<file path="src/rtl/branch_target_buffer.sv">
// branch_target_buffer: direct-mapped BTB with saturating direction counters and debug statistics.
//   CLK, RST                 clock and asynchronous active-high reset
//   lk_pc -> lk_hit, lk_taken, lk_next_pc   combinational fetch lookup
//   upd_valid, upd_pc, upd_taken, upd_target, upd_pred_taken   resolved-branch training
//   flush_all                invalidate every entry
//   stat_clr -> stat_hits, stat_mispred     saturating debug counters
module branch_target_buffer #(
    parameter int ADDR_W  = 16,
    parameter int ENTRIES = 16,
    parameter int CTR_W   = 2,
    parameter int STAT_W  = 16
) (
    input  logic              CLK,
    input  logic              RST,
    input  logic [ADDR_W-1:0] lk_pc,
    output logic              lk_hit,
    output logic              lk_taken,
    output logic [ADDR_W-1:0] lk_next_pc,
    input  logic              upd_valid,
    input  logic [ADDR_W-1:0] upd_pc,
    input  logic              upd_taken,
    input  logic [ADDR_W-1:0] upd_target,
    input  logic              upd_pred_taken,
    input  logic              flush_all,
    input  logic              stat_clr,
    output logic [STAT_W-1:0] stat_hits,
    output logic [STAT_W-1:0] stat_mispred
);
    localparam int IDX_W = $clog2(ENTRIES);
    localparam int TAG_W = ADDR_W - IDX_W;

    logic [ENTRIES-1:0] valid;
    logic [TAG_W-1:0]   tag    [ENTRIES];
    logic [ADDR_W-1:0]  target [ENTRIES];
    logic [CTR_W-1:0]   ctr    [ENTRIES];

    logic [IDX_W-1:0] lk_idx, upd_idx;
    logic             upd_hit;
    logic [CTR_W-1:0] upd_ctr;

    assign lk_idx  = lk_pc[IDX_W-1:0];
    assign upd_idx = upd_pc[IDX_W-1:0];

    // Lookup reads only registered state, so a same-cycle update is not visible yet.
    always_comb begin
        lk_hit     = valid[lk_idx] && tag[lk_idx] == lk_pc[ADDR_W-1:IDX_W];
        lk_taken   = lk_hit && ctr[lk_idx][CTR_W-1];
        lk_next_pc = lk_taken ? target[lk_idx] : lk_pc + ADDR_W'(1);
    end

    always_comb begin
        upd_hit = valid[upd_idx] && tag[upd_idx] == upd_pc[ADDR_W-1:IDX_W];
        upd_ctr = upd_taken ? (&ctr[upd_idx] ? ctr[upd_idx] : ctr[upd_idx] + CTR_W'(1))
                            : (ctr[upd_idx] == '0 ? ctr[upd_idx] : ctr[upd_idx] - CTR_W'(1));
    end

    always_ff @(posedge CLK or posedge RST) begin
        if (RST) begin
            valid <= '0;
            for (int i = 0; i < ENTRIES; i++) begin
                tag[i]    <= '0;
                target[i] <= '0;
                ctr[i]    <= '0;
            end
        end else if (flush_all) begin
            valid <= '0;
        end else if (upd_valid) begin
            if (upd_hit) begin
                ctr[upd_idx] <= upd_ctr;
                if (upd_taken)
                    target[upd_idx] <= upd_target;
            end else if (upd_taken) begin
                // Allocation replaces whatever occupies the slot, starting weakly taken.
                valid[upd_idx]  <= 1'b1;
                tag[upd_idx]    <= upd_pc[ADDR_W-1:IDX_W];
                target[upd_idx] <= upd_target;
                ctr[upd_idx]    <= CTR_W'(1) << (CTR_W - 1);
            end
        end
    end

    always_ff @(posedge CLK or posedge RST) begin
        if (RST) begin
            stat_hits    <= '0;
            stat_mispred <= '0;
        end else if (stat_clr) begin
            stat_hits    <= '0;
            stat_mispred <= '0;
        end else begin
            if (lk_hit && !(&stat_hits))
                stat_hits <= stat_hits + STAT_W'(1);
            if (upd_valid && upd_taken != upd_pred_taken && !(&stat_mispred))
                stat_mispred <= stat_mispred + STAT_W'(1);
        end
    end
endmodule

</file>
<file path="config.mk">
export PLATFORM = sky130hd
export DESIGN_NAME = branch_target_buffer
export DESIGN_NICKNAME = d
export VERILOG_FILES = /design/src/rtl/branch_target_buffer.sv
export SDC_FILE = /design/constraint.sdc
export NUM_CORES = 1
export LEC_CHECK = 0
export CORE_ASPECT_RATIO = 1.5
export CORE_UTILIZATION = 53
export CTS_CLUSTER_DIAMETER = 30
export CTS_CLUSTER_SIZE = 20
export DETAILED_ROUTE_END_ITERATION = 12
export PLACE_DENSITY_LB_ADDON = 0.3
export SKIP_LAST_GASP = 1
export SYNTH_ARGS = -nofsm -noshare
export SYNTH_HDL_FRONTEND = slang
export SYNTH_SLANG_ARGS = --single-unit
</file>
<file path="constraint.sdc">
create_clock -name CLK -period 41.1 [get_ports CLK]
set_input_delay 4.11 -clock CLK [delete_from_list [all_inputs] [get_ports CLK]]
set_output_delay 4.11 -clock CLK [all_outputs]
set_load 0.005 [all_outputs]
</file>
Yosys cells after proc, flatten, opt, wreduce, memory -nomap -nowiden
Index checks and enable logic that the tools add are counted.
- output and inout bits: 50
- flip-flop bits (word level): 528
- logic and storage cells: 141
- input port bits: 55
- reductions and logical operators: 23
- order comparisons: 6
- muxes and demuxes: 44
- equal/unequal tests: 4
- $add $sub $neg: 5
- bitwise operators: 8
- operator list (kind ; number):
    bitwise mux 256 bit ; 1
    bitwise mux 192 bit ; 1
    2-to-1 mux 16 bit ; 12
    binary-select mux 12 bit (select 4 bit) ; 2
    binary-select mux 16 bit (select 4 bit) ; 1
    demux 16 bit (select 4 bit) ; 1
    2-to-1 mux 32 bit ; 2
    2-to-1 mux 12 bit ; 5
    adder 16 x 1 -> 16 bit (second input constant) ; 3
    demux 12 bit (select 4 bit) ; 1
    bitwise mux 32 bit ; 1
    OR 16 bit ; 2
    AND reduction 16 bit ; 2
    == test 12 bit ; 2
    bitwise AND 16 bit ; 1
    binary-select mux 2 bit (select 4 bit) ; 2
    2-to-1 mux 2 bit ; 8
    inverter 16 bit ; 1
    >= comparator 5 bit (second input constant) ; 2
    less-than comparator 4 x 5 -> 1 bit (second input constant) ; 2
    inverter 4 -> 5 bit ; 2
    nonzero test 2 bit ; 5
    AND reduction 3 bit ; 3
    binary-select mux 1 bit (select 4 bit) ; 2
    15 further kinds ; 26

Logic depth before layout (Yosys ltp)
Gate-level depths: netlist (run 1).
- depth after elaboration: 9
- gate-level depth with buffers: 15
- depth with buffers taken out: 8

Worst setup path before layout (run 1)
Ideal clock, no wire load.
- path type: input -> output
- start: in lk_pc[0]
- end: out lk_next_pc[6]
- required time: 36990 ps
- slack: 30053 ps
- data arrival time: 6937 ps
- stages: 8
- path buffers: 5
- path through: buf_4 > buf_2 > clkbuf_1 > buf_2 > buf_1 > mux4_2 > mux4_2 > mux2_1
- longest elaborated chain between the ends: 8
- elaborated cells between the ends (all ways): 17
- classes of those cells: 1 x add/sub; 1 x eq/ne; 12 x mux; 1 x bitwise; 2 x reduce/logical
- RTL lines (item ; RTL line ; source):
    start: declaration ; 15 ; input logic [ADDR_W-1:0] lk_pc,
    inverter 4 -> 5 bit (implied by the code) ; 46, 47, 48 ;
    binary-select mux 12 bit (select 4 bit) ; 46 ; lk_hit = valid[lk_idx] && tag[lk_idx] == lk_pc[ADDR_W-1:IDX_W];
    2-to-1 mux 12 bit (implied by the code) (2 in series) ; 46 ;
    == test 12 bit ; 46 ;
    logical AND 1 bit ; 46 ;
    logical AND 1 bit ; 47 ; lk_taken = lk_hit && ctr[lk_idx][CTR_W-1];
    2-to-1 mux 16 bit (*) ; 48 ; lk_next_pc = lk_taken ? target[lk_idx] : lk_pc + ADDR_W'(1);
    end: declaration ; 18 ; output logic [ADDR_W-1:0] lk_next_pc,
Mark *: on every way between the ends. The rest lies on a longest branch, timed or not. The select of a mux whose other input is x is not followed.

Final worst setup path (run 1)
- start: in lk_pc[0]
- end: out lk_next_pc[0]
Same word-level chain as after synthesis.

==> results.md, run 1 <==
* Status: completed
* Hold_ws at 0.4991 ns
* Max Clk Rate at 72.10 MHz
* Ys Warns at 0
* Clock Tree Buf Depth at 3
* Slowest stage delay, CP at 1.03 ns
* Core area at 51,810 um2
* Die ar. at 53,480 um2
* Synth Register Bits at 528
* Layout cell share with drive strength beyond 1 at 39.41%
* First-pass GRT wire length at 120,000 um
* IO Port Bufs at 104
* Max_slew headroom at 12.81%
* Sequential power share at 38.9%
* Crit end category: output port
* Mapped Cells at 1,993
* Clock Sinks at 528
* Congestion Overflow GR at 0
* Die H at 282.7 um
* Gr usage total at 30.05%
* Final setup TNS at 0 ns
* Max-slew violation count at 0
* Ys flop type: dfrtp_1
* Syn nets at 2,051
* Post-synth EDFFs at 0
* H-tree depth at 3
* Site row count at 102
* Synth unique cells at 75
* Post-Syn Area per Cell at 13.97 um2
* Slew @ Worst Pin at 1.304 ns
* Startpoint Class: input port
* CTS Hold Bufs at 0
* Root buf cell: clkbuf_16
* Reg clk slew, reported paths at 0.05 ns
* Post-CTS setup buffers at 0
* Crit path cell chain: buf_6 -> buf_4 -> buf_4 -> mux4_2 -> mux2i_1 -> a21oi_1 -> xnor2_1 -> nand4_2 -> nor3b_4 -> mux2_2 -> clkdlybuf4s50_1
* DP Wirelength at 48,600 um
* Syn Std Cell Area at 27,850 um2
* Fraction of registers with async set/reset at 100.0%
* Final WL at 77,590 um
* Peak supply drop at 0.05187 mV
* Period utilisation layout at 33.75%
* Post-layout nets at 2,137
* Critical Path Fanout Max at 46
* Internal Pwr Total at 1208 uW
* Post-cts resize count at 0
* GP Congestion at 0.9677
* Switching share of power at 25.36%
* TritonRoute pass-1 iters at 8
* Pwr Total at 1619 uW
* Sequential area share after synthesis at 47.45%
* Worst hold path class: reg2reg
* CTS tree: yes
* Final count of hold timing violations at 0
* Crit path required time at 36.99 ns
* Clock power frac at 47.9%
* Max-cap viol count at 0
* Setup Skew at 0.02868 ns
* Static leakage at 0.01456 uW
* DR vias at 18,490
* Fin crit period at 13.87 ns
* P&R area growth vs syn at 16.80%
* Total CTS buffers at 87
* CP Class: in2out
* Vias in the first global route at 19,500
* Clock latency on the worst-skew pair at 0.64 ns
* # DRC at 0
* Final core occ at 62.77%
* RSZ-0062 raised after global routing: no
* Antenna Violating Nets Remaining at 0
* Largest net degree at the start of global routing at 145
* Initial DRC Count at 1,751
* Initial antenna violation count at 1
* Critical path's slowest cell: nor3b_4
* Crit path DAT at 9.76 ns
* PD cells at 49.76 nW/um2
* Initial Utilization at 53.74%
* Net Switching at 410.5 uW
* Final setup vio count at 0
* DR vias/cell at 6.537
* Ports at 105
* WL/cell at 27.43 um
* Die X at 189.2 um
* Comb pwr share at 13.2%
* Worst path most repeated cell: buf_4
## final cells by class
type                       count  area (um2)
sequential                   528       13210
tap                          676       845.8
clock buffer                 104        2355
fill                        3886       19290
clock inverter                58       775.7
inverter                      34       135.1
antenna                        1       2.502
timing repair buffer         162        1466
multi-input combinational   1266       13730
## sequential cells by signal, summed over array words and instances (netlist names)
signal,cells
tag,192
valid,16
stat_mispred,16
target,256
ctr,32
stat_hits,16
## stage by stage
stage	setup WS (ns)	area (um2)	std cells
floorplan	22.24	27850	1993
global placement	27.32	29390	2666
detailed placement	27.21	29390	2666
CTS	27.18	32520	2828
global route	26.93	32520	2828
finish	27.23	32530	2829
## cells by family after synthesis
| family | synth area share (%) |
|---|---|
| AOI/OAI and AO/OA | 4.385 |
| xor gates and xnor gates | 1.604 |
| adders and majority gates | 0.2067 |
| buffers and inverters | 3.455 |
| DFF | 47.45 |
| muxes | 37.15 |
| and+or+nand+nor | 5.756 |
## critical path, delay by kind of cell
family,cells,cell delay [ns]
AO/OA/AOI/OAI,1,0.15
XOR/XNOR,1,0.27
buffers and inverters,4,2.16
multiplexers,3,1.31
AND/OR/NAND/NOR,2,1.66
## synth_stat cells (4+ instances only)
cell / count / area, um2
dfrtp_1: 528 / 13210
mux2_2: 348 / 3919
mux4_2: 168 / 3784
clkbuf_1: 82 / 307.8
mux2_4: 74 / 1111
mux2i_1: 73 / 730.7
mux2_1: 71 / 799.5
nor2_1: 70 / 262.8
nand2_1: 66 / 247.7
buf_2: 49 / 245.2
a21oi_1: 33 / 165.2
xor2_1: 30 / 262.8
inv_1: 29 / 108.9
o22ai_1: 29 / 181.4
nand3_1: 28 / 140.1
xnor2_1: 21 / 183.9
nor2b_1: 20 / 125.1
a2bb2oi_1: 15 / 131.4
o21ai_0: 15 / 75.07
nand4_1: 14 / 87.58
a21o_1: 13 / 97.59
nor3_1: 13 / 65.06
and3_1: 12 / 75.07
buf_6: 12 / 135.1
nor3_2: 12 / 120.1
buf_4: 11 / 82.58
nor4_1: 11 / 68.82
or3_1: 11 / 68.82
buf_1: 9 / 33.78
a22oi_1: 8 / 60.06
nand2b_1: 8 / 50.05
o31ai_1: 8 / 60.06
a211oi_1: 7 / 52.55
a221oi_1: 7 / 61.31
a31oi_1: 7 / 43.79
and4_1: 7 / 61.31
or4_1: 5 / 37.54
a32oi_1: 4 / 35.03
and2_1: 4 / 25.02
clkinv_1: 4 / 15.01
nor2_2: 4 / 25.02
o311ai_0: 4 / 35.03
## power groups by stage
stage,Sequential (uW),Clock [uW],Combinational [uW]
floorplan,620,0,164
global placement,630,0,206
detailed placement,636,0,212
CTS,628,783,214
global route,636,806,229
finish,630,775,214
## final timing paths
path                                 startpoint              endpoint  slack, ns  depth (start not counted)
max reg2reg                 tag[22]$_DFFE_PP0P_    ctr[8]$_DFFE_PP0P_      36.56                          8
max in group asynchronous                   RST  tag[106]$_DFFE_PP0P_      34.25                          4
max                                    lk_pc[0]         lk_next_pc[0]      27.23                         11
min                        valid[7]$_DFFE_PP0P_  valid[7]$_DFFE_PP0P_       0.50                          1
min reg2reg                valid[7]$_DFFE_PP0P_  valid[7]$_DFFE_PP0P_       0.50                          1
min in group asynchronous                   RST   ctr[20]$_DFFE_PP0P_       4.13                          2
## layer usage
layer / vias up / share of wire, % / track usage (%)
met3: 214 / 6.7 / 5.924
met1: 9787 / 39 / 38.00
met4: 0 / 4.6 / 14.76
li1: 7689 / - / -
met5: - / 0 / 0.2747
met2: 804 / 50 / 49.61
## cells in the final DEF (no fill, tap or decap), types with 14 or more instances in the layout
cell | Yosys | layout
dfrtp_1 | 528 | 528
mux2_2 | 348 | 348
mux4_2 | 168 | 168
clkdlybuf4s50_1 | 0 | 98
clkbuf_16 | 0 | 90
mux2_4 | 74 | 74
mux2i_1 | 73 | 73
mux2_1 | 71 | 71
nand2_1 | 66 | 66
buf_4 | 11 | 61
nor2_1 | 70 | 58
a21oi_1 | 33 | 33
xor2_1 | 30 | 30
o22ai_1 | 29 | 29
inv_1 | 29 | 28
nand3_1 | 28 | 28
xnor2_1 | 21 | 21
nor2b_1 | 20 | 20
nor2_2 | 4 | 16
o21ai_0 | 15 | 15
a2bb2oi_1 | 15 | 15
nand4_1 | 14 | 14
bufinv_16 | 0 | 14
(Power assumes the default switching activity.)
==> run 2, diff against run 1 <==
==> constraint.sdc (replaced) <==
create_clock -name CLK -period 13.5 [get_ports CLK]
set_input_delay 1.35 -clock CLK [delete_from_list [all_inputs] [get_ports CLK]]
set_output_delay 1.35 -clock CLK [all_outputs]
set_load 0.005 [all_outputs]
==> run 2 against run 1 <==
Compared with the run above:
- critical path depth is the same
- non-clock buffer count shrank 1
- clock power grew to 3.1 times the previous value
- largest cell class unchanged
- clock skew shrank 0.0014 ns
- worst setup slack lost 22 ns
- total power grew to 3.1 times the previous value
- global-route usage grew 0.63 points
- routed wire length grew 1.7%
- sequential share of layout area is essentially flat
==> results.md, run 2 (synthesis results as in run 1) <==
* Status: completed
* Congestion Overflow GR at 0
* Root buf cell: clkbuf_16
* DP Wirelength at 49,030 um
* Reg2Reg Setup Slack at 9.32 ns
* RR Endpoint: tag[89]$_DFFE_PP0P_
* Die ar. at 53,480 um2
* # DRC at 0
* Internal Pwr Total at 3681 uW
* CTS tree: yes
* Vias in the first global route at 19,990
* DR vias/cell at 6.567
* Final setup TNS at 0 ns
* Max-slew violation count at 0
* PD cells at 151.7 nW/um2
* Largest net degree at the start of global routing at 202
* Max-cap viol count at 0
* Antenna Violating Nets Remaining at 0
* Biggest register: target
* Met2 routed WL at 39,240 um
* Switching share of power at 25.48%
* Initial antenna violation count at 1
* Clock power frac at 48.0%
* Cell area after layout at 32,560 um2
* Worst r2r path cells at 10
* Crit path required time at 12.15 ns
* IO Port Bufs at 104
* Layout cell share with drive strength beyond 1 at 39.37%
* CTS Hold Bufs at 0
* Post-layout nets at 2,139
* Worst hold path class: reg2reg
* Final std cells w/o fill at 2,830
* Initial Utilization at 53.74%
* Setup Skew at 0.02729 ns
* Die H at 282.7 um
* Slew @ Worst Pin at 1.447 ns
* Net Switching at 1259 uW
* RR Startpoint: tag[43]$_DFFE_PP0P_
* Post-CTS setup buffers at 0
* WHS Endpoint: target[10]$_DFFE_PP0P_
* Max_slew headroom at 2.987%
* DR vias at 18,590
* P&R area growth vs syn at 16.92%
* First-pass GRT wire length at 122,400 um
* H-tree depth at 3
* Final WL at 78,870 um
* TritonRoute pass-1 iters at 8
* Most common cell after layout, fill and taps aside: dfrtp_1
* Gr usage total at 30.68%
* Placed Cells at 2,665
* Sequential power share at 38.9%
* Clock Tree Buf Depth at 3
* Ports at 105
* Period utilisation layout at 63.11%
* Total CTS buffers at 90
* Die X at 189.2 um
* Pwr Total at 4940 uW
* Critical Path Fanout Max at 39
* Clock latency on the worst-skew pair at 0.64 ns
* Max Clk Rate at 117.4 MHz
* Worst hold start: target[10]$_DFFE_PP0P_
* Final setup vio count at 0
* CP Class: in2out
* Min-Delay Path Depth at 1
* RSZ-0062 raised after global routing: no
* M1 wire length at 29,910 um
* # diodes at 0
* WL/cell at 27.87 um
* Top Registers: target: 256 flops, tag: 192 flops, ctr: 32 flops
* Static leakage at 0.01460 uW
* GP Congestion at 1.010
* Fin crit period at 8.520 ns
* Peak supply drop at 0.1310 mV
* Highest-count cells in the layout ignoring fill and taps: dfrtp_1, mux2_2, mux4_2
* DR WL met3 at 5988 um
* Clock Sinks at 528
* Flip-flop count of the largest register after layout at 256
* Core area at 51,810 um2
* Placed inst area at 29,410 um2
* Reg clk slew, reported paths at 0.05 ns
* Comb pwr share at 13.1%
* Final count of hold timing violations at 0
* Initial DRC Count at 1,706
* Final core occ at 62.83%
* Crit end category: output port
* Post-cts resize count at 0
* Startpoint Class: input port
* Highest metal used: met5
* Site row count at 102
* Crit path DAT at 7.17 ns
-- run 2: cell count changes in the layout (fill, tap and decap cells not counted), sizes merged --
cell / previous run / this run
buf: 64 / 63
clkbuf: 104 / 108
clkinv: 20 / 22
bufinv: 14 / 13
diode: 1 / 0
clkinvlp: 13 / 8
inv: 45 / 48
-- run 2: layout make-up --
type	count	area [um2]
Clock buffer	108	2401
Clock inverter	57	749.5
Sequential cell	528	13210
Inverter	34	131.4
Tap cell	676	845.8
Fill cell	3939	19260
Timing Repair Buffer	161	1484
Multi-Input combinational cell	1266	13730
-- run 2: metrics by stage --
stage	hold slack [ns]	setup slack [ns]
2_1_floorplan	0.4611	4.974
3_3_place_gp	0.4799	5.135
3_5_place_dp	0.4874	5.071
4_1_cts	0.5009	5.063
5_1_grt	0.5081	4.609
6_report	0.4965	4.980
-- run 2: critical path, stage by stage --
cell,delay (ns)
buf_6,0.42
buf_4,0.64
buf_4,0.68
mux4_2,0.58
mux2i_1,0.24
a21oi_1,0.18
xnor2_1,0.29
nand4_2,0.68
nor3b_4,1.08
mux2_2,0.46
clkdlybuf4s50_1,0.46
-- run 2: power by group through the flow --
stage	logic (uW)	registers, uW	clock network (uW)
floorplan	498	1890	0
global route	695	1940	2470
CTS	649	1910	2400
detailed placement	644	1940	0
global placement	626	1920	0
finish	649	1920	2370
-- run 2: worst max-delay path by stage --
stage,slack (ns),start,cells after the start,endpoint
after floorplan,4.97,RST,1,ctr[0]$_DFFE_PP0P_
after global placement,5.14,lk_pc[0],11,lk_next_pc[0]
after detailed placement,5.07,lk_pc[0],11,lk_next_pc[0]
after CTS,5.06,lk_pc[0],11,lk_next_pc[0]
after global routing,4.61,lk_pc[0],11,lk_next_pc[0]
final,4.98,lk_pc[0],11,lk_next_pc[0]
-- run 2: layer usage --
| layer | global-route usage, % | up-vias |
|---|---|---|
| met5 | 0 | - |
| met4 | 15.47 | 2 |
| met3 | 7.309 | 240 |
| met2 | 51.33 | 837 |
| met1 | 37.20 | 9807 |
| li1 | - | 7700 |
==> RTL change (config.mk and constraints of run 1) <==
Set the parameter `ADDR_W` to 15 (it was 16).
--- a/src/rtl/branch_target_buffer.sv
+++ b/src/rtl/branch_target_buffer.sv
@@ -6,5 +6,5 @@
 //   stat_clr -> stat_hits, stat_mispred     saturating debug counters
 module branch_target_buffer #(
-    parameter int ADDR_W  = 16,
+    parameter int ADDR_W  = 15,
     parameter int ENTRIES = 16,
     parameter int CTR_W   = 2,
Ports: changed (resized lk_next_pc, lk_pc, upd_pc and upd_target); port bits go from 105 to 101. The function was not compared with the original's and may differ.
==> RTL change against run 1 <==
  * Setup slack improved by 1.0 ns
  * Sequential cell count fell by 32
  * First-iteration DRC count fell by 20%
  * Design area fell by 6.6%
  * Synthesized area fell by 6.9%
  * Synthesized cell count fell by 8.8%
  * Maximum frequency rose by 7.8%
  * Non-clock buffer count fell by 23
  * Total power fell by 7.4%
  * Clock skew barely moved
  * Wire length fell by 10%
==> RTL change: results (changes against run 1) <==
metric;value;unit;change
via_per_inst;6.439;;was 6.537
gp_congestion;0.8872;;was 0.9677
drt_first_pass_iters;5;;was 8
antenna_found_initial;0;;was 1
avgRoutedWirePerCell;26.66;microns;was 27.43 microns
clk_root_buffer_cell;clkbuf_16;;unchanged
path_max_fanout;45;;was 46
synth_common_cells;dfrtp_1 (496), mux2_2 (420), mux4_2 (183);;was dfrtp_1 (528), mux2_2 (348), mux4_2 (168)
crit_path_top_delay_cell;buf_4;;was nor3b_4
clk_pin_slew_worst_paths;0.05;ns;about the same
num_antenna_cells;0;;was 1
final_cell_count_no_fill;2612;;was 2,829
leakage;13.70;nW;was 14.56 nW
final_nets;1946;;was 2,137
post_cts_buffers;0;;unchanged
dpl-instance-area;27360;sq um;was 29,390 sq um
worst_slew_pin_slew;1.180;ns;was 1.304 ns
grt_pass1_wl;109.0;mm;was 120.0 mm
grt_max_degree;132;;was 145
clk_latency;0.63;ns;
cts_buffers;84;;was 87
port_buffers;100;;was 104
ir_worst_vdd;0.04843;mV;was 0.05187 mV
p_switching;0.3832;mW;was 0.4105 mW
crit_path_max_incr_delay;0.75;ns;was 1.03 ns
syn-num-nets;1872;;was 2,051
grt_usage;0.2922;;was 0.3005
ys_seq_area_frac;0.4788;;was 0.4745
cts.repair.resized;0;;unchanged
async_flop_share;1.000;;unchanged
hpwl;42.66;mm;was 48.60 mm
grt_pass1_vias;17970;;was 19,500
status;completed;;unchanged
yosys_warnings;0;;unchanged
place_ws;28.24;ns;was 27.21 ns
drt-initial-drc-count;1407;;was 1,751
drive_above_1_share;0.4393;;was 0.3941
syn_inst;1817;;was 1,993
yosys-top-cells-area;dfrtp_1 (48%), mux2_2 (18%), mux4_2 (16%);;was dfrtp_1 (47%), mux2_2 (14%), mux4_2 (14%)
cp_top_family;buffers and inverters;;unchanged
top_regs;target: 240 flops, tag: 176 flops, ctr: 32 flops;;was target: 256 flops, tag: 192 flops, ctr: 32 flops
synth_cell_types;65;;was 75
fill_cells;3508;;was 3,886
cts.htree.levels;3;;unchanged
fin_worst_skew;0.02843;ns;was 0.02868 ns
cp.arrival;8.75;ns;was 9.76 ns
dp_cells;2455;;was 2,666
## RTL change: final cells by class
class	instances	area (sq um)	area share
sequential	496	12410	0.4086
tap	650	813.3	0.02677
timing repair buffer	139	1279	0.04209
clock inverter	62	795.8	0.02620
clock buffer	95	2225	0.07323
multi-input combinational	1130	12700	0.4179
inverter	40	157.7	0.005190
## RTL change: worst paths after layout
| path | from | to | slack [ns] | depth (start not counted) |
|---|---|---|---|---|
| min in group asynchronous | RST | ctr[22]$_DFFE_PP0P_ | 4.09 | 2 |
| max in group asynchronous | RST | target[27]$_DFFE_PP0P_ | 34.62 | 4 |
| worst min register to register | valid[2]$_DFFE_PP0P_ | valid[2]$_DFFE_PP0P_ | 0.50 | 1 |
| worst max-delay path | lk_pc[1] | lk_next_pc[12] | 28.24 | 12 |
| worst max register to register | tag[63]$_DFFE_PP0P_ | ctr[9]$_DFFE_PP0P_ | 37.20 | 8 |
| worst min-delay path | valid[2]$_DFFE_PP0P_ | valid[2]$_DFFE_PP0P_ | 0.50 | 1 |
## RTL change: layer usage
layer,track usage,part of all wire,up-vias
li1,-,-,7018
met1,0.3619,0.38,8925
met2,0.4907,0.51,672
met3,0.04757,0.060,204
met4,0.1599,0.051,0
met5,0,0,-
## RTL change: power by group through the flow
stage                     Sequential [mW]  Clock, mW  Combinational, mW
after global placement              0.583          0              0.176
after CTS                           0.579      0.747              0.182
after detailed placement            0.586          0              0.181
after floorplan                     0.574          0              0.141
after global routing                0.586      0.771              0.194
final                               0.580      0.738              0.181
## RTL change: logic make-up after synthesis
logic type	share of synthesized area
xor+xnor	0.01723
compound gates	0.04189
flops	0.4788
buf+inv	0.03350
mux	0.3718
fa+ha+maj	0.002220
simple gates	0.05454
